`src/rtl/ms_latch_sequencer.sv`:
```
// Two-requester round-robin arbiter that walks a master/slave latch bank through
// master-open, dead time, slave-open, dead time, then pulses the winner's grant.
module ms_latch_sequencer #(
    parameter int unsigned WIDTH    = 8,
    parameter int unsigned OPEN_CYC = 2,
    parameter int unsigned GAP_CYC  = 1
) (
    input  logic             clk,
    input  logic             rst,
    input  logic             req0,
    input  logic [WIDTH-1:0] din0,
    input  logic             req1,
    input  logic [WIDTH-1:0] din1,
    output logic             gnt0,
    output logic             gnt1,
    output logic [WIDTH-1:0] lat_d,
    output logic             men,
    output logic             sen,
    output logic             busy,
    output logic             owner
);

    localparam int unsigned MaxCyc = (OPEN_CYC > GAP_CYC) ? OPEN_CYC : GAP_CYC;
    localparam int unsigned CntW   = $clog2(MaxCyc) + 1;
    localparam logic [CntW-1:0] OpenLd = CntW'(OPEN_CYC - 1);
    localparam logic [CntW-1:0] GapLd  = CntW'(GAP_CYC - 1);

    typedef enum logic [2:0] {
        StIdle,
        StMopen,
        StGap1,
        StSopen,
        StGap2,
        StDone
    } state_e;

    state_e          state;
    logic [CntW-1:0] cnt;
    logic            ptr;
    logic            win;
    logic            cnt_zero;

    // Contention goes to the pointer; otherwise whichever single requester is high.
    assign win      = (req0 && req1) ? ptr : req1;
    assign cnt_zero = (cnt == '0);

    always_ff @(posedge clk or negedge rst) begin
        if (!rst) begin
            state <= StIdle;
            cnt   <= '0;
            ptr   <= 1'b0;
            gnt0  <= 1'b0;
            gnt1  <= 1'b0;
            lat_d <= '0;
            men   <= 1'b0;
            sen   <= 1'b0;
            busy  <= 1'b0;
            owner <= 1'b0;
        end else begin
            unique case (state)
                StIdle: begin
                    if (req0 || req1) begin
                        lat_d <= win ? din1 : din0;
                        owner <= win;
                        ptr   <= ~win;
                        busy  <= 1'b1;
                        men   <= 1'b1;
                        cnt   <= OpenLd;
                        state <= StMopen;
                    end
                end
                StMopen: begin
                    if (cnt_zero) begin
                        men   <= 1'b0;
                        cnt   <= GapLd;
                        state <= StGap1;
                    end else begin
                        cnt <= cnt - 1'b1;
                    end
                end
                StGap1: begin
                    if (cnt_zero) begin
                        sen   <= 1'b1;
                        cnt   <= OpenLd;
                        state <= StSopen;
                    end else begin
                        cnt <= cnt - 1'b1;
                    end
                end
                StSopen: begin
                    if (cnt_zero) begin
                        sen   <= 1'b0;
                        cnt   <= GapLd;
                        state <= StGap2;
                    end else begin
                        cnt <= cnt - 1'b1;
                    end
                end
                StGap2: begin
                    if (cnt_zero) begin
                        gnt0  <= ~owner;
                        gnt1  <= owner;
                        state <= StDone;
                    end else begin
                        cnt <= cnt - 1'b1;
                    end
                end
                StDone: begin
                    gnt0  <= 1'b0;
                    gnt1  <= 1'b0;
                    busy  <= 1'b0;
                    state <= StIdle;
                end
                default: begin
                    state <= StIdle;
                end
            endcase
        end
    end

endmodule
```
`config.mk`:
```
export PLATFORM = sky130hd
export DESIGN_NAME = ms_latch_sequencer
export DESIGN_NICKNAME = d
export VERILOG_FILES = /design/src/rtl/ms_latch_sequencer.sv
export SDC_FILE = /design/constraint.sdc
export NUM_CORES = 1
export LEC_CHECK = 0
export BUFFER_PORTS_ARGS = -buffer_cell sky130_fd_sc_hd__buf_4
export CORE_UTILIZATION = 44
export DETAILED_ROUTE_END_ITERATION = 16
export GPL_ROUTABILITY_DRIVEN = 0
export HOLD_SLACK_MARGIN = 0.1
export PLACE_DENSITY = 0.72
export SLEW_MARGIN = 20
export SYNTH_ARGS = -nofsm -noshare
export SYNTH_HDL_FRONTEND = slang
export SYNTH_SLANG_ARGS = --single-unit
```
`constraint.sdc`:
```
create_clock -name clk -period 2.51 [get_ports clk]
set_input_delay 0 -clock clk [delete_from_list [all_inputs] [get_ports clk]]
set_output_delay 0 -clock clk [all_outputs]
set_load 0.01 [all_outputs]
```
Yosys cells after proc, flatten, opt, wreduce, memory -nomap -nowiden
Index checks and enable logic that the tools add are counted.

word-level totals
  register bits after elaboration = 20
  output and inout port bits = 14
  input port bits = 20

cells by class
  reductions and logical operators = 17
  equal/unequal tests = 11
  bitwise logic cells = 2
  mux-type cells = 23
  $add $sub $neg = 1

operator list
  kind                 count
  $mux 3               5
  $pmux 3 s5           1
  $ne 2x2->1 const B   6
  $pmux 1 s2           5
  $reduce_and 3->1     3
  $mux 2               4
  $mux 8               1
  $pmux 2 s4           1
  $reduce_bool 2->1    4
  $eq 3x2->1 const B   2
  $eq 3x3->1 const B   2
  $mux 1               6
  $reduce_and 2->1     3
  $reduce_and 5->1     1
  $reduce_bool 4->1    1
  $eq 3x1->1 const B   1
  $logic_not 3->1      1
  $logic_not 2->1      1
  $not 1->1            2
  $reduce_or 2->1      1
  $sub 2x1->2 const B  1
  $logic_and 1x1->1    1
  $logic_or 1x1->1     1

Depth between registers and ports, before layout
  depth after elaboration = 4
  depth in mapped cells = 6
  mapped depth without buffers = 5

Worst setup path after synthesis
No wires, ideal clock.

  path type = reg-to-reg
  from = register cnt[0]
  to = register cnt[1]
  library setup time = 0.079 ns
  cell stages (with the launch flop) = 7
  data required time = 2.431 ns
  path slack = 1.119 ns
  arrival time = 1.312 ns
  cell sequence = dfrtp_1 > inv_1 > ha_1 > clkbuf_1 > o31ai_1 > o31a_1 > mux2i_1

between the ends
  word-level cells in the longest chain between the ends = 3
  elaborated cells on any way between the ends = 8
  those cells by class = add/sub: 1; eq/ne: 1; mux: 4; reduce/logical: 2

RTL lines
  element                                         line  RTL
  from (decl)                                     38    logic [CntW-1:0] cnt;
  from (signal assigned)                          68    cnt <= OpenLd;
  from (signal assigned)                          75    cnt <= GapLd;
  from (signal assigned)                          78    cnt <= cnt - 1'b1;
  $sub 2x1->2 or $logic_not 2->1 (tied branches)  --
  $mux 2, or another cell as far along            100   if (cnt_zero) begin
  $pmux 2 s4 or $reduce_and 3->1 (tied branches)  --

Several ways; a longest one is shown, not always the timed one. The select of a mux whose other input is x is not followed.
A chain may end at the register's enable or synchronous reset.

Final worst setup path
  from = register ptr
  to = register lat_d[6]

between the ends
  word-level cells in the longest chain between the ends = 2

RTL lines
  element                 line  RTL
  from (decl)             39    logic ptr;
  from (signal assigned)  65    ptr <= ~win;
  $mux 1                  44    assign win = (req0 && req1) ? ptr : req1;
  $mux 8                  63    lat_d <= win ? din1 : din0;
  to (signal assigned)    63
  to (decl)               16    output logic [WIDTH-1:0] lat_d,

No other way between the ends.

==> results.cfg <==
[placed_design]
dp.cells = 164
dp_hpwl_um = 1620
io_buffers = 33
pre_cts_ws_ns = 0.987

[timing]
slew_headroom_pct = 66.0
slew_violations = 0
skew_ns = 0.00383
max_slew.worst_pin.slew_ns = 0.508
period_needed_ns = 2.21
max_freq_mhz = 453
setup_ws_ns = 0.301
whs_ns = 0.325
period_share_pct = 88.0
hold_viol = 0
rsz0062_at_grt = no
final.setup.tns_ns = 0
setup_viol = 0

[clock_tree]
cts_htree_levels = 1
root_buffer = clkbuf_4
cts_buffers = 3
clkLatencyLatePin_ns = 0.31
clock_sinks = 20
cts_hold_buf = 24
cts_resized = 0
clk_path_buf_depth = 2
cts_tree = built
clkTransAtPathRegs_ns = 0.11
cts_setup_buffers = 0

[pwr]
power_leakage_nw = 0.702
combPwrFrac_pct = 53.1
pwr-share-clk_pct = 11.1
power_density_mw_per_mm2 = 1100
peakVddDrop_v = 0.000653
p_sw_share_pct = 37.5
seqPwrFrac_pct = 35.8
p_int_mw = 1.09
power_mw = 1.74
p_switching_mw = 0.654

[global_route]
top_usage_layer = met2
grt_use_total_pct = 23.3
met1_usage_pct = 26.5
grt_pass1_vias = 1074
grtUsageMet3_pct = 3.57
grt_max_degree = 18
grt_remaining_overflow = 0
grt_pass1_wl_um = 4560
antenna_found_initial = 0
grt_util_met2_pct = 41.6

[logic_synthesis]
synth-seq-area-share_pct = 46.6
syn_nets = 134
yosysTopAreaCell = dfrtp_1
ys_ff_latch = 20
synth_cells = 111
syn_avg_cell_area_um2 = 9.68
ys_warn_count = 0
synth_area_leaders = dfrtp_1 47%, nand3b_1 7.0%, o21ai_0 6.5%
netlist_area_mm2 = 0.00107
synth_cell_type_count = 30
yosys.area.top_type_share_pct = 46.6

[setup_path]
worst_ep_arrival_time_ns = 2.46
reg2reg_from = ptr
path_class = flip-flop to flip-flop
critical_path.cell_chain = and2b_2 > nand3b_1 > dlygate4sd3_1 > a31oi_1 > dlygate4sd3_1
start_kind = flip-flop
crit_path_end_kind = flip-flop
cp_max_fo = 17
cp_slowest_cell = dlygate4sd3_1
crit_top_cell = dlygate4sd3_1
required_ns = 2.76
critical_path.startpoint = ptr
slowest_delay_ns = 0.58

[min_path]
hp-class = input port to flip-flop
worstHoldStart = req0

[layout]
drive_gt1_share_pct = 25.0
fin_nets = 188
fin_cells = 192
n_antenna_cell = 0
layout_commonest_cell = buf_4
synthToLayoutAreaGrowth_pct = 47.8
mostFrequentLayoutCells = 34 x buf_4, 24 x dlygate4sd3_1, 20 x dfrtp_1

[floorplan]
die-area_mm2 = 0.00264
initial_utilization_pct = 47.7
die_height_um = 51.4
num_rows = 17
pin_count = 34
coreArea_mm2 = 0.00225
die_w_um = 51.4

[drt]
wl_um = 2640
vias = 1057
drt-wirelength-per-cell_um = 13.7
drc = 0
first_iter_violations = 17
ant_nets = 0
drt-vias-per-instance = 5.51
dr.pass1.iters = 4

[flow_run]
drv_cap = 0

[outcome]
status = finished clean
==> worst max-delay path: cells and delay by family, from the launching register on <==
family,cells,cell delay (ns)
buffers and inverters,2,1.13
AOI/OAI and AO/OA,1,0.15
and+or+nand+nor,2,0.49
DFF,1,0.37
==> cell usage after synthesis <==
library cell   n
a21o_1         2
a21oi_1        8
a2bb2oi_1      2
a31o_2         1
a31oi_1       10
and2_4         1
and2b_2        1
buf_2          3
buf_6          2
clkbuf_1       4
dfrtp_1       20
ha_1           3
inv_1          6
mux2i_1        2
nand2_1        6
nand2b_1       1
nand3b_1      10
nand4b_1       1
nor2_1         2
nor2b_1        2
nor3_1         1
nor4b_1        1
o21a_1         1
o21ai_0       14
o311a_1        1
o31a_1         1
o31ai_1        1
or2_0          1
or2_1          1
xor2_1         2
==> layout make-up <==
class	instances	area [µm²]
Timing Repair Buffer	58	495
Fill cell	180	666
Sequential cell	20	500
Inverter	6	22.5
Clock buffer	4	36.3
Tap cell	28	35.0
Multi-Input combinational cell	76	499
==> metrics by stage <==
stage / instance area, µm² / utilization [%]
finish: 1590 / 70.5
global placement: 1310 / 58.2
global route: 1590 / 70.5
CTS: 1590 / 70.5
floorplan: 1070 / -
detailed placement: 1310 / 58.2
==> power by group through the flow <==
stage	clock, mW	sequential [mW]	combinational (mW)
6_report	0.193	0.624	0.926
5_1_grt	0.210	0.655	1.03
4_1_cts	0.198	0.625	0.918
3_5_place_dp	0	0.629	0.770
3_3_place_gp	0	0.628	0.752
2_1_floorplan	0	0.623	0.493
==> routing by layer <==
layer  routed length, µm  up-vias
li1                    -      506
met1                1140      514
met2                1350       32
met3                 106        5
met4                  45        0
met5                   0        -
==> registers in the layout, indices dropped and copies added (netlist names) <==
register and count:
owner 1, cnt 2, gnt1 1, ptr 1, men 1, sen 1
busy 1, state 3, lat_d 8, gnt0 1
==> path summary, 6_finish.rpt <==
check | slack [ns] | cells after the start | endpoint
setup / recovery | 0.30 | 5 | lat_d[6]
hold / removal | 0.33 | 4 | owner
setup reg to reg | 0.30 | 5 | lat_d[6]
min in group asynchronous | 0.57 | 3 | cnt[0]
hold reg to reg | 0.49 | 1 | busy
max in group asynchronous | 0.80 | 4 | ptr
==> logic make-up (layout without fill, tap and decap cells) <==
logic type / after synthesis / after routing / synth area share (%)
compound gates: 41 / 41 / 23.1
simple gates: 28 / 28 / 16.4
flops: 20 / 20 / 46.6
buf+inv: 15 / 68 / 6.98
fa+ha+maj: 3 / 3 / 3.49
xor+xnor: 2 / 2 / 1.63
mux: 2 / 2 / 1.86
No activity file was read; power rests on OpenSTA's default activity.
